--- src/rtl/ccff_loader.sv ---
// Serialises bitstream words onto a configuration flip-flop chain, LSB first, with an optional second verify pass.
// Throughput is one chain bit per cycle plus one fetch cycle per word; s_valid gaps stall in FETCH.
module ccff_loader #(
  parameter int CHAIN_LEN = 22,
  parameter int WORD_W    = 8
) (
  input  logic              prog_clk,
  input  logic              pReset,
  input  logic              start,
  input  logic              check_en,
  input  logic [WORD_W-1:0] s_data,
  input  logic              s_valid,
  output logic              s_ready,
  output logic              ccff_head,
  input  logic              ccff_tail,
  output logic              prog_en,
  output logic              busy,
  output logic              done,
  output logic              error
);

  localparam int BW = $clog2(CHAIN_LEN + 1);
  localparam int IW = $clog2(WORD_W + 1);
  localparam logic [BW-1:0] BIT_LAST = BW'(CHAIN_LEN - 1);
  localparam logic [IW-1:0] IDX_LAST = IW'(WORD_W - 1);

  typedef enum logic [1:0] {IDLE, FETCH, SHIFT, DONE} state_t;

  state_t            state;
  logic [WORD_W-1:0] sreg;
  logic [BW-1:0]     bit_cnt;
  logic [IW-1:0]     idx;
  logic              pass2;
  logic              chk;

  // prog_en is only high in SHIFT, so this gates the head bit to 0 elsewhere
  assign ccff_head = prog_en & sreg[0];

  always_ff @(posedge prog_clk or posedge pReset) begin
    if (pReset) begin
      state   <= IDLE;
      sreg    <= '0;
      bit_cnt <= '0;
      idx     <= '0;
      pass2   <= 1'b0;
      chk     <= 1'b0;
      error   <= 1'b0;
      s_ready <= 1'b0;
      prog_en <= 1'b0;
      busy    <= 1'b0;
      done    <= 1'b0;
    end else begin
      case (state)
        IDLE: begin
          if (start) begin
            chk     <= check_en;
            error   <= 1'b0;
            bit_cnt <= '0;
            pass2   <= 1'b0;
            state   <= FETCH;
            s_ready <= 1'b1;
            busy    <= 1'b1;
          end
        end
        FETCH: begin
          if (s_valid) begin
            sreg    <= s_data;
            idx     <= '0;
            state   <= SHIFT;
            s_ready <= 1'b0;
            prog_en <= 1'b1;
          end
        end
        SHIFT: begin
          sreg    <= sreg >> 1;
          bit_cnt <= bit_cnt + 1'b1;
          idx     <= idx + 1'b1;
          // In pass 2 the tail returns the pass-1 bit that lines up with the one leaving now
          if (pass2 && (ccff_tail != sreg[0]))
            error <= 1'b1;
          if (bit_cnt == BIT_LAST) begin
            prog_en <= 1'b0;
            if (chk && !pass2) begin
              pass2   <= 1'b1;
              bit_cnt <= '0;
              state   <= FETCH;
              s_ready <= 1'b1;
            end else begin
              state <= DONE;
              done  <= 1'b1;
            end
          end else if (idx == IDX_LAST) begin
            prog_en <= 1'b0;
            state   <= FETCH;
            s_ready <= 1'b1;
          end
        end
        DONE: begin
          done  <= 1'b0;
          busy  <= 1'b0;
          state <= IDLE;
        end
        default: state <= IDLE;
      endcase
    end
  end

endmodule

--- config.mk ---
export PLATFORM = sky130hd
export DESIGN_NAME = ccff_loader
export DESIGN_NICKNAME = d
export VERILOG_FILES = /design/src/rtl/ccff_loader.sv
export SDC_FILE = /design/constraint.sdc
export NUM_CORES = 1
export LEC_CHECK = 0
export CAP_MARGIN = 10
export CORE_MARGIN = 2
export CORE_UTILIZATION = 53
export CTS_BUF_LIST = sky130_fd_sc_hd__clkbuf_8 sky130_fd_sc_hd__clkbuf_16
export DETAILED_ROUTE_END_ITERATION = 16
export PLACE_DENSITY = 0.78
export SLEW_MARGIN = 20
export SYNTH_ARGS = -nofsm -noshare
export SYNTH_HDL_FRONTEND = slang
export SYNTH_SLANG_ARGS = --single-unit
--- constraint.sdc ---
create_clock -name prog_clk -period 1.6 [get_ports prog_clk]
set_input_delay 0.24 -clock prog_clk [delete_from_list [all_inputs] [get_ports prog_clk]]
set_output_delay 0.24 -clock prog_clk [all_outputs]
set_load 0.05 [all_outputs]
==> impl_results.md <==
- Status: finished, final reports clean
- H-tree depth: 1
- R2R Setup Slk: about 110 ps
- Die height: 55.72 um
- Starting Density: 56.71%
- Core area: between 2000 and 2500 sq um
- Clock insertion delay at the later pin of the skew report: 260 ps
- Layout filler cell count: between 200 and 250
- Yosys reg bits: 26
- Worst Skew: 2.634 ps
- Least-Margin Pin Slew: 402.4 ps
- Register area share after synthesis: 45.90%
- Syn-to-layout area delta: 19.24%
- Max Buffers Root-to-Sink: 2
- TritonRoute pass-1 iters: 8
- Syn Area/Cell: roughly 10 sq um
- Die width: between 50 and 60 um
- I/O pins: 20
- # hold bufs at CTS: 0
- IO buf count: 19
- Final Max Tran Viols: 0
- Fin nets: 179
- Setup CP Type: flop to flop
- Fmax: 0.6733 GHz
- Final Util: 67.62%
- Yosys cell types: 40
- Final worst-path cycle share: 92.82%
- Post-synth top flop: dfrtp_1
- Min-Delay Path Class: input port to asynchronous set/reset pin
- Clock-pin slew on the worst setup and hold paths: about 80 ps
- # DRC: 0
- Power per Cell Area: 1618 nW/um^2
- Leakage: 0.7776 nW
- Worst Path Arrival: approximately 1600 ps
- GP Congestion: 0.7553
- HPWL Detailed: 2041 um
- Critical path capture point type: flop
- Peak fanout along the critical path: 6
- Total GRT Usage: roughly a fifth
- WP data required: roughly 1800 ps
- Vias in the first global route: roughly 1100
- Yosys warnings: 0
- Worst IR drop on VDD: 1.045 mV
- # rows: 18
- Cells after synthesis: 138
- Final setup viols: 0
- Post-Route WL: 2923 um
- Post-Syn Nets: 155
- Ys async rst share: 100.0%
- Max-Slew Margin vs Limit: 73.18%
- RSZ-0062 raised after global routing: no
- Hold Vio Cnt, Final: 0
- Tmin final: around 1500 ps
- Commonest non-fill, non-tap cell in the layout: dfrtp_1
- DRT antenna net count: 0
- Synth Cell Area: about 1400 sq um
- Setup TNS: 0 ps
- Root Driver: clkbuf_8
- First-pass GRT wire length: 4892 um
- TritonCTS clock tree: built
- Initial antenna violation count: 0
- Placed cell area: 1643 sq um
- Routed len/inst: between 15 and 20 um
- Vias per cell: 6.016
- N_diodes: 0
- Cells after DPL: about 190
- Leading cell types in the layout, fill and taps excluded: dfrtp_1, nand2_1, clkdlybuf4s50_1
- Fin cells: between 150 and 200
- GR Overflow Total: 0
- Largest net degree at the start of global routing: 27
- Setup Fix Bufs, Post-CTS: 0
- Number of buffers created by CTS: 3
- Drt initial violations: 31
- Post-route cell area: ~1700 sq um
- Via count: around 1100
- Layout cells sized above 1: ~18%
- Die area: approximately 3100 sq um
- CTS sink cnt: 26
- Post-synth EDFFs: 0
- Number of max-cap violations: 0
- Worst setup SP type: flop
## path summary, 6_finish.rpt
| kind | from | end | cells after the start |
|---|---|---|---|
| worst max register to register | bit_cnt[0] | s_ready | 4 |
| worst min-delay path | pReset | chk | 3 |
| worst min register to register | busy | busy | 1 |
| min in group prog_clk | busy | busy | 1 |
| worst max-delay path | bit_cnt[0] | s_ready | 4 |
| max in group asynchronous | pReset | state[0] | 3 |
## stage by stage
stage	setup WS, ps	power [mW]	hold WS, ps
finish	114.8	2.735	330.0
global route	12.93	2.932	366.2
CTS	84.99	2.740	343.4
detailed placement	101.0	2.380	527.7
global placement	141.8	2.319	498.7
floorplan	240.4	2.063	280.0
## synth_stat cells (all sizes together) (2+ instances only)
master / number / area, sq um
dfrtp: 26 / 650.6
nand2: 15 / 63.81
a21oi: 12 / 60.06
mux2i: 10 / 100.1
nor2: 9 / 36.29
o21ai: 9 / 45.04
mux2: 8 / 90.09
buf: 6 / 48.79
inv: 5 / 18.76
o31ai: 4 / 30.03
a31oi: 3 / 18.77
ha: 3 / 37.54
nand2b: 3 / 18.77
nand3: 2 / 10.01
nand4b: 2 / 17.52
o2bb2ai: 2 / 17.52
## worst max-delay path, cell delays in order (launching register included)
cell and delay, ps:
dfrtp_1 440, ha_1 240, nand4b_1 220, nor2_4 100, o41a_1 370
## cell families (layout without fill, tap and decap cells)
family	Yosys count	count (layout)	share of synthesized area, %
AOI/OAI and AO/OA	40	40	18.10
xor gates and xnor gates	1	1	0.6179
adders and majority gates	3	3	2.648
buffers and inverters	12	34	5.030
DFF	26	26	45.90
muxes	18	18	13.42
and+or+nand+nor	38	38	14.30
## what timing repair did
item	in CTS	in global routing
setup endpoints to repair	0	3
resized for setup	0	2
endpoints found under the hold margin	0	0
## sequential cells by signal, indices dropped and copies added (netlist names)
signal   flops
sreg         8
bit_cnt      5
idx          4
state        2
busy         1
chk          1
done         1
error        1
pass2        1
prog_en      1
s_ready      1
## metal layers
metal  vias up  global-route usage, %  wire length (um)
li1        551                      -                 -
met1       552                  25.68              1308
met2        36                  30.95              1468
met3         4                  2.326               109
met4         0                  9.756                37
met5         -                      0                 0
## report_power, final
group          leakage, nW  switching [mW]  internal (mW)  total (mW)
clock               0.0216           0.188          0.168       0.356
combinational        0.428           0.611          0.597        1.21
sequential           0.328           0.296          0.875        1.17
total                0.778            1.09           1.64        2.73
## area by class of cell
class                      instances  area (sq um)  area share (%)
timing repair buffer              26         240.2           14.21
sequential                        26         651.9           38.56
inverter                           5         18.77           1.110
multi-input combinational        100         700.7           41.45
clock buffer                       3         41.29           2.443
tap                               30         37.54           2.221
No activity file was read; power rests on OpenSTA's default activity.
